**config.mk**
```make
export PLATFORM = sky130hd
export DESIGN_NAME = fan_speed_commander_flat
export DESIGN_NICKNAME = d
export VERILOG_FILES = /design/src/rtl/fan_speed_commander_pkg.sv /design/src/rtl/fan_speed_commander_if.sv /design/src/rtl/fan_speed_commander_timer.sv /design/src/rtl/fan_speed_commander.sv /design/src/flat_wrapper.sv
export SDC_FILE = /design/constraint.sdc
export NUM_CORES = 1
export LEC_CHECK = 0
export ABC_AREA = 1
export BUFFER_PORTS_ARGS = -buffer_cell sky130_fd_sc_hd__buf_2
export CAP_MARGIN = 20
export CORE_UTILIZATION = 45
export DETAILED_ROUTE_END_ITERATION = 10
export PLACE_DENSITY_LB_ADDON = 0.15
export SETUP_SLACK_MARGIN = 0.2
export SLEW_MARGIN = 15
export SYNTH_ARGS = -nofsm -noshare
export SYNTH_HDL_FRONTEND = slang
export SYNTH_SLANG_ARGS = --single-unit
```
**constraint.sdc**
```tcl
create_clock -name clk -period 1.5 [get_ports clk]
set_input_delay 0.15 -clock clk [delete_from_list [all_inputs] [get_ports clk]]
set_output_delay 0.15 -clock clk [all_outputs]
set_load 0.1 [all_outputs]
```
**src/rtl/fan_speed_commander_pkg.sv**
```systemverilog
// ============================================================================
// Module   : fan_pkg
// Brief    : Shared speed codes and commander FSM state encoding.
// Revision : 1.0 - initial release
// ============================================================================
`default_nettype none

package fan_pkg;

    localparam int SPEED_W = 2;

    typedef logic [SPEED_W-1:0] speed_t;

    localparam speed_t SPD_OFF  = 2'b00;
    localparam speed_t SPD_LOW  = 2'b01;
    localparam speed_t SPD_MED  = 2'b10;
    localparam speed_t SPD_HIGH = 2'b11;

    typedef enum logic [2:0] {
        ST_IDLE     = 3'd0,
        ST_PULSE    = 3'd1,
        ST_WAIT_ACK = 3'd2,
        ST_GAP      = 3'd3,
        ST_DONE     = 3'd4,
        ST_ERR      = 3'd5
    } state_t;

endpackage

`default_nettype wire

```
**src/rtl/fan_speed_commander_if.sv**
```systemverilog
// ============================================================================
// Module   : fan_speed_commander_if
// Brief    : Target-speed valid/ready request channel into the commander.
// Revision : 1.0 - initial release
// ============================================================================
`default_nettype none

interface fan_speed_commander_if #(
    parameter int SPEED_W = 2
);
    logic               target_valid;
    logic               target_ready;
    logic [SPEED_W-1:0] target_speed;

    modport master (
        output target_valid,
        output target_speed,
        input  target_ready
    );

    modport slave (
        input  target_valid,
        input  target_speed,
        output target_ready
    );
endinterface

`default_nettype wire

```
**src/rtl/fan_speed_commander_timer.sv**
```systemverilog
// ============================================================================
// Module   : fan_cmd_timer
// Brief    : Loadable down-counter; o_expired is high while the count is zero.
// Revision : 1.0 - initial release
// ============================================================================
`default_nettype none

module fan_cmd_timer #(
    parameter int WIDTH = 5
) (
    input  wire logic             clk,
    input  wire logic             reset,
    input  wire logic             i_load,
    input  wire logic [WIDTH-1:0] i_value,
    output logic                  o_expired
);

    logic [WIDTH-1:0] r_count;

    always_ff @(posedge clk) begin
        if (reset) begin
            r_count <= '0;
        end else if (i_load) begin
            r_count <= i_value;
        end else if (r_count != '0) begin
            r_count <= r_count - WIDTH'(1);
        end
    end

    assign o_expired = (r_count == '0);

endmodule

`default_nettype wire

```
**src/rtl/fan_speed_commander.sv**
```systemverilog
// ============================================================================
// Module   : fan_speed_commander
// Brief    : Steps the fan regulator to a requested speed with spaced,
//            feedback-checked up/down pulses. Optional abort: FAN_CMD_ABORT_EN.
// Revision : 1.0 - initial release
// ============================================================================
`default_nettype none

module fan_speed_commander #(
    parameter int SPEED_W        = 2,
    parameter int MAX_SPEED      = 3,
    parameter int GAP_CYCLES     = 4,
    parameter int TIMEOUT_CYCLES = 16
) (
    input  wire logic               clk,
    input  wire logic               reset,
    fan_speed_commander_if.slave    req,
    input  wire logic [SPEED_W-1:0] fan_speed_in,
`ifdef FAN_CMD_ABORT_EN
    input  wire logic               abort,
`endif
    output logic                    up_out,
    output logic                    down_out,
    output logic                    busy,
    output logic                    done,
    output logic                    error
);

    import fan_pkg::*;

    localparam int c_cnt_max = (GAP_CYCLES > TIMEOUT_CYCLES) ? GAP_CYCLES : TIMEOUT_CYCLES;
    localparam int c_cnt_w   = $clog2(c_cnt_max + 1);
    localparam logic [SPEED_W-1:0] c_max_spd = SPEED_W'(MAX_SPEED);
    localparam logic [SPEED_W-1:0] c_one     = SPEED_W'(1);

    state_t             r_state;
    logic [SPEED_W-1:0] r_tgt;
    logic [SPEED_W-1:0] r_expected;
    logic [SPEED_W-1:0] r_prev;
    logic               r_up;
    logic               r_down;
    logic               r_busy;
    logic               r_done;
    logic               r_error;

    logic [SPEED_W-1:0] w_req_spd;
    logic               w_ack;
    logic               w_at_tgt;
    logic               w_abort;
    logic               w_tmr_load;
    logic [c_cnt_w-1:0] w_tmr_value;
    logic               w_tmr_expired;

    assign w_req_spd = (req.target_speed > c_max_spd) ? c_max_spd : req.target_speed;
    assign w_ack     = (fan_speed_in == r_expected);
    assign w_at_tgt  = (fan_speed_in == r_tgt);

`ifdef FAN_CMD_ABORT_EN
    assign w_abort = abort && (r_state != ST_IDLE) && (r_state != ST_DONE);
`else
    assign w_abort = 1'b0;
`endif

    // Timeout window opens with each pulse; the gap window opens on a good intermediate step.
    assign w_tmr_load  = (r_state == ST_PULSE) ||
                         ((r_state == ST_WAIT_ACK) && w_ack && !w_at_tgt);
    assign w_tmr_value = (r_state == ST_PULSE) ? c_cnt_w'(TIMEOUT_CYCLES)
                                               : c_cnt_w'(GAP_CYCLES);

    fan_cmd_timer #(
        .WIDTH (c_cnt_w)
    ) u_timer (
        .clk       (clk),
        .reset     (reset),
        .i_load    (w_tmr_load),
        .i_value   (w_tmr_value),
        .o_expired (w_tmr_expired)
    );

    always_ff @(posedge clk) begin
        if (reset) begin
            r_state    <= ST_IDLE;
            r_tgt      <= '0;
            r_expected <= '0;
            r_prev     <= '0;
            r_up       <= 1'b0;
            r_down     <= 1'b0;
            r_busy     <= 1'b0;
            r_done     <= 1'b0;
            r_error    <= 1'b0;
        end else begin
            r_up   <= 1'b0;
            r_down <= 1'b0;
            r_done <= 1'b0;
            if (w_abort) begin
                r_state <= ST_IDLE;
                r_busy  <= 1'b0;
                r_done  <= 1'b1;
                r_error <= 1'b0;
            end else begin
                case (r_state)
                    ST_IDLE: begin
                        if (req.target_valid) begin
                            r_tgt   <= w_req_spd;
                            r_error <= 1'b0;
                            r_busy  <= 1'b1;
                            r_state <= (w_req_spd == fan_speed_in) ? ST_DONE : ST_PULSE;
                        end
                    end
                    ST_PULSE: begin
                        // Direction is re-decided from live feedback, so a boundary is never overrun.
                        r_prev <= fan_speed_in;
                        if (r_tgt > fan_speed_in) begin
                            r_up       <= 1'b1;
                            r_expected <= fan_speed_in + c_one;
                            r_state    <= ST_WAIT_ACK;
                        end else if (r_tgt < fan_speed_in) begin
                            r_down     <= 1'b1;
                            r_expected <= fan_speed_in - c_one;
                            r_state    <= ST_WAIT_ACK;
                        end else begin
                            r_state <= ST_DONE;
                        end
                    end
                    ST_WAIT_ACK: begin
                        if (w_ack) begin
                            r_state <= w_at_tgt ? ST_DONE : ST_GAP;
                        end else if ((fan_speed_in != r_prev) || w_tmr_expired) begin
                            r_state <= ST_ERR;
                        end
                    end
                    ST_GAP: begin
                        if (w_tmr_expired) begin
                            r_state <= ST_PULSE;
                        end
                    end
                    ST_DONE: begin
                        r_done  <= 1'b1;
                        r_busy  <= 1'b0;
                        r_state <= ST_IDLE;
                    end
                    ST_ERR: begin
                        r_done  <= 1'b1;
                        r_error <= 1'b1;
                        r_busy  <= 1'b0;
                        r_state <= ST_IDLE;
                    end
                    default: begin
                        r_busy  <= 1'b0;
                        r_state <= ST_IDLE;
                    end
                endcase
            end
        end
    end

    assign req.target_ready = (r_state == ST_IDLE);
    assign up_out           = r_up;
    assign down_out         = r_down;
    assign busy             = r_busy;
    assign done             = r_done;
    assign error            = r_error;

endmodule

`default_nettype wire

```
**src/flat_wrapper.sv**
```systemverilog
// flat-port wrapper written by rule: the top's interface ports become plain ports
module fan_speed_commander_flat import fan_pkg::*;
#(
    parameter int SPEED_W        = 2,
    parameter int MAX_SPEED      = 3,
    parameter int GAP_CYCLES     = 4,
    parameter int TIMEOUT_CYCLES = 16
)
  (clk, reset, fan_speed_in, up_out, down_out, busy, done, error, req_target_valid, req_target_speed, req_target_ready);
  fan_speed_commander_if #(.SPEED_W(SPEED_W)) req_i ();
  input  wire logic clk;
  input  wire logic reset;
  input  wire logic [SPEED_W-1:0] fan_speed_in;
  output logic up_out;
  output logic down_out;
  output logic busy;
  output logic done;
  output logic error;
  input wire logic [$bits(req_i.target_valid)-1:0] req_target_valid;
  input wire logic [$bits(req_i.target_speed)-1:0] req_target_speed;
  output wire logic [$bits(req_i.target_ready)-1:0] req_target_ready;
  assign req_i.target_valid = req_target_valid;
  assign req_i.target_speed = req_target_speed;
  assign req_target_ready = req_i.target_ready;
  fan_speed_commander #(.SPEED_W(SPEED_W), .MAX_SPEED(MAX_SPEED), .GAP_CYCLES(GAP_CYCLES), .TIMEOUT_CYCLES(TIMEOUT_CYCLES)) u_core (.clk(clk), .reset(reset), .req(req_i), .fan_speed_in(fan_speed_in), .up_out(up_out), .down_out(down_out), .busy(busy), .done(done), .error(error));
endmodule
```
## Word-level counts from Yosys, hierarchy flattened

Cells that the tools add are included.

| storage, ports and cells | value |
|---|---|
| register bits after elaboration | 19 |
| logic and storage cells | 72 |

| operators by class | value |
|---|---|
| add/subtract/negate cells | 3 |
| order comparisons | 3 |
| equal/unequal tests | 12 |
| mux-type cells | 22 |
| bitwise operators | 2 |
| reductions and logical operators | 20 |

Operators by type and width:

| kind | number |
|---|---|
| 2-to-1 mux 3 bit | 8 |
| 2-to-1 mux 5 bit | 3 |
| one-hot mux 3 bit (4 select lines) | 1 |
| AND reduction 2 bit | 4 |
| == test 2 bit | 3 |
| == test 3 x 2 -> 1 bit, second input constant | 2 |
| == test 3 bit, second input constant | 2 |
| 2-to-1 mux 2 bit | 3 |
| nonzero test 2 bit | 3 |
| OR reduction 3 bit | 2 |
| logical NOT 5 bit | 1 |
| 2-to-1 mux 1 bit | 5 |
| nonzero test 5 bit | 1 |
| subtractor 5 x 1 -> 5 bit, second input constant | 1 |
| one-hot mux 1 bit (2 select lines) | 2 |
| OR reduction 2 bit | 2 |
| == test 3 x 1 -> 1 bit, second input constant | 1 |
| logical NOT 3 bit | 1 |
| inequality test 3 x 2 -> 1 bit, second input constant | 1 |
| AND reduction 3 bit | 1 |
| adder 2 x 1 -> 2 bit, second input constant | 1 |
| greater-than comparator 2 bit | 1 |
| greater-than comparator 2 bit, second input constant | 1 |
| logical AND 1 bit | 2 |
| other kinds (8) | 10 |

## Depth between registers and ports, before layout

| logic depth | value |
|---|---|
| depth after elaboration | 6 |
| mapped depth | 12 |
| mapped depth without buffers | 11 |

## Hierarchy

Synthesis repeated with hierarchy kept, for this count alone.

| unflattened totals | value |
|---|---|
| cells, all modules | 143 |
| area total of the unflattened synthesis | 1036.0 µm² |

Modules (own cells, without submodules):

| module | instances | cells an instance | area an instance (µm²) |
|---|---|---|---|
| fan_speed_commander | 1 | 101 | 745.7 |
| fan_cmd_timer | 1 | 42 | 290.3 |

## Worst setup path after synthesis

No wires, ideal clock.

| timing | value |
|---|---|
| path type | register to register |
| start | register u_core.r_state[0] |
| end | register u_core.r_error (netlist: u_core.error) |
| data arrival time | 1.626 ns |
| setup slack | -0.244 ns |
| cell stages (with the launch flop) | 6 |
| buffers on the path | 0 |
| period minus slack after synthesis | 1.744 ns |
| path through | dfxtp_1 inv_1 nand3_1 inv_1 nand2_1 a32o_1 |

| on the way | value |
|---|---|
| longest elaborated chain between the ends | 3 |
| elaborated cells between the ends (all ways) | 6 |
| classes of those cells | 2 x eq/ne; 1 x mux; 3 x reduce/logical |

Ends and longest elaborated chain:

| item | RTL line | source |
|---|---|---|
| from (decl) | fan_speed_commander.sv:36 | `state_t r_state;` |
| from (signal assigned) | fan_speed_commander.sv:107 | `r_state <= (w_req_spd == fan_speed_in) ? ST_DONE : ST_PULSE;` |
| from (signal assigned) | fan_speed_commander.sv:127 | `r_state <= w_at_tgt ? ST_DONE : ST_GAP;` |
| logical NOT 3 bit * | n/a |  |
| net req_target_ready | flat_wrapper.sv:21 | `output wire logic [$bits(req_i.target_ready)-1:0] req_target_ready;` |
| inequality test 2 bit (no source line) / nonzero test 2 bit (equally long branches) | n/a |  |
| AND reduction 2 bit (no source line) | n/a |  |
| to (signal assigned) | fan_speed_commander.sv:90 | `r_error <= 1'b0;` |
| to (signal assigned) | fan_speed_commander.sv:99 | `r_error <= 1'b0;` |
| to (signal assigned) | fan_speed_commander.sv:105 | `r_error <= 1'b0;` |
| to (decl) | fan_speed_commander.sv:44 | `logic r_error;` |

Mark *: on every way through the listed nets, which the timed path passes. The rest lies on a longest branch.
A chain may end at the register's enable or synchronous reset.

## Worst setup path after layout

| timing | value |
|---|---|
| start | register u_core.r_tgt[1] |
| end | register u_core.r_expected[1] |

| on the way | value |
|---|---|
| longest elaborated chain between the ends | 3 |
| elaborated cells between the ends (all ways) | 5 |
| classes of those cells | 2 x order compare; 1 x mux; 2 x reduce/logical |

Ends and longest elaborated chain:

| item | RTL line | source |
|---|---|---|
| from (decl) | fan_speed_commander.sv:37 | `logic [SPEED_W-1:0] r_tgt;` |
| from (signal assigned) | fan_speed_commander.sv:104 | `r_tgt <= w_req_spd;` |
| < comparator 2 bit / greater-than comparator 2 bit (equally long branches) | fan_speed_commander.sv:117, fan_speed_commander.sv:113 |  |
| nonzero test 2 bit (no source line) | n/a |  |
| AND reduction 2 bit (no source line) | n/a |  |
| to (signal assigned) | fan_speed_commander.sv:115 | `r_expected <= fan_speed_in + c_one;` |
| to (signal assigned) | fan_speed_commander.sv:119 | `r_expected <= fan_speed_in - c_one;` |
| to (decl) | fan_speed_commander.sv:38 | `logic [SPEED_W-1:0] r_expected;` |

Parallel ways exist; a longest one is shown, timed or not.

==> impl_metrics.yaml <==
synth:
  synth.distinct_cells: 32
  yosysWarnings: 0
  yosysTopAreaCell: "dfxtp_1"
  yosysSeqAreaShare_pct: 37.3
  syn_nets: 149
  yosys-top-cells-area: "dfxtp_1, nand2_1, inv_1"
  syn_inst: 139
  synth_area_mm2: 0.00102
  netlist.area_leader.share_pct: 37.3
  synth_area_per_cell_um2: 7.35
  yosys_register_bits: 19
power:
  p_per_area_mw_per_mm2: 2110
  ir_drop_v: 0.00117
  p_leak_nw: 0.608
clock_tree:
  cts.clk_slew.worst_paths_ns: 0.11
  clockBufferDepth: 2
  root_buffer: "clkbuf_4"
  cts_made_buffers: 3
  htreeDepth: 1
  clkSinkCount: 19
  cts_tree: "built"
  clkLatencyLatePin_ns: 0.31
finish:
  final_nets: 169
  final_common_cell: "nand2_1"
  fillerInstances: 194
  instances_no_fill: 185
  most-common-layout-cells: "nand2_1, dfxtp_1, inv_1"
  area_growth_pct: 25.6
  num_antenna_cells: 0
  drive_gt1_share_pct: 40.5
worst_setup_path:
  cp.required_ns: 1.71
  cp.arrival_ns: 1.52
  cp_max_fo: 3
  crit_type: "flip-flop to flip-flop"
  worst_setup_path_end_kind: "flip-flop"
  reg2reg_depth: 7
  start_kind: "flip-flop"
grt:
  antenna_found_initial: 0
  grt_max_degree: 12
  gr-usage-all-layers_pct: 20.1
  grt_remaining_overflow: 0
  grt_pass1_vias: 912
  grt_pass1_wl_mm: 3.75
timing:
  skew_ns: 0.00158
  setup_viol: 0
  period_needed_ns: 1.31
  drv_slew: 0
  hold_viol: 0
  max_freq_ghz: 0.763
  slew_headroom_pct: 67.8
  setup_tns_ns: 0
  layout_setup_ws_ns: 0.189
  tightest_slew_ns: 0.486
  period_share_pct: 87.4
  rsz0062_at_grt: "yes"
drt:
  routed_wirelength_mm: 2.20
  drc: 0
  drt-wirelength-per-cell_um: 11.9
  vias_per_cell: 4.94
  wl_met3_um: 122
  routed-wl-met2_mm: 1.06
  antenna_left: 0
  dr.pass1.iters: 4
  top_layer_used: "met4"
  drt-met1-wl_um: 990
  first_iter_violations: 19
  vias: 914
place:
  place_inst: 177
  place_ws_ns: 0.00855
  gp_congestion: 0.787
  port_buffers: 12
  dp.final_hpwl_mm: 1.59
min_path:
  worstHoldPathType: "input port to flip-flop"
  worstHoldPathCells: 3
die:
  rows: 16
  die_y_um: 49.6
  start_util_pct: 50.0
  dieArea_mm2: 0.00246
  die_w_um: 49.6
  coreArea_mm2: 0.00204
  io_pins: 13
job:
  drv_cap: 0
outcome:
  status: "complete, no violations"
[per-stage QoR]
step | power [mW] | area, um2 | utilization [%] | hold WS [ns]
2_1_floorplan | 1.95 | 1040 | - | 0.238
3_3_place_gp | 2.10 | 1120 | 55.0 | 0.436
3_5_place_dp | 2.13 | 1120 | 55.0 | 0.461
4_1_cts | 2.58 | 1200 | 59.0 | 0.128
5_1_grt | 2.90 | 1280 | 62.8 | 0.153
6_report | 2.71 | 1280 | 62.8 | 0.145
[registers in the layout, indices dropped and copies added, names as in the netlist]
register                count
u_core.u_timer.r_count      5
u_core.r_state              3
u_core.r_expected           2
u_core.r_prev               2
u_core.r_tgt                2
u_core.busy                 1
u_core.done                 1
u_core.down_out             1
u_core.error                1
u_core.up_out               1
[final cells by class]
type	count	area [um2]	share of cell area (%)
flip-flops and latches	19	389	30.3
clock buffers	3	22.5	1.76
multi-input cells	93	616	48.0
inverters	24	96.3	7.51
repair buffers	18	120	9.37
clock inverters	1	5.00	0.390
well taps	27	33.8	2.63
[routing by layer]
layer	global-route usage, %	vias to the layer above
met2	36.0	25
met5	0	-
li1	-	479
met4	8.57	0
met1	21.3	406
met3	6.17	4
[final timing paths]
| path | slack [ns] | endpoint | from |
|---|---|---|---|
| setup / recovery | 0.19 | u_core.r_expected[1] | u_core.r_tgt[1] |
| hold reg to reg | 0.48 | u_core.r_tgt[0] | u_core.r_tgt[0] |
| setup reg to reg | 0.19 | u_core.r_expected[1] | u_core.r_tgt[1] |
| hold / removal | 0.14 | u_core.r_tgt[1] | req_target_speed[1] |
[cells in the mapped netlist (all sizes together)]
library cell,n
o21ai,6
ha,3
a31oi,1
nor2b,1
a32o,1
o31ai,1
or2,1
nor2,11
nor3,3
nand4,1
dfxtp,19
a21oi,8
xor2,2
inv,24
nand3,8
o22ai,1
nand2,38
nor4,1
xnor2,4
a211oi,1
buf,3
o21bai,1
[worst max-delay path, stage by stage, from the launching register on]
cell and delay (ns):
dfxtp_2 0.36, ha_4 0.27, inv_2 0.04, o21bai_4 0.12, buf_4 0.12, buf_4 0.10
xnor2_1 0.11, a21oi_1 0.09
[cell families (layout without fill, tap and decap cells)]
logic type      after synthesis  in the layout  share of synthesized area, %
simple gates                 64             64                          30.4
buf+inv                      27             46                          11.2
compound gates               20             20                          11.6
flops                        19             19                          37.3
xor+xnor                      6              6                          5.88
fa+ha+maj                     3              3                          3.68
[report_power, final]
group	internal [mW]	switching, mW
clock network	0.0998	0.166
registers	0.677	0.117
logic	0.603	1.04
total	1.38	1.33
[timing repair]
| action | 4_1_cts | 5_1_grt |
|---|---|---|
| hold buffers | 0 | 0 |
| pin swaps | 5 | 8 |
| resized for setup | 17 | 14 |
| setup buffers | 1 | 3 |
| gates cloned | 0 | 0 |
| endpoints found under the setup margin | 10 | 13 |
Note: power is estimated with default switching activity, not from simulation.
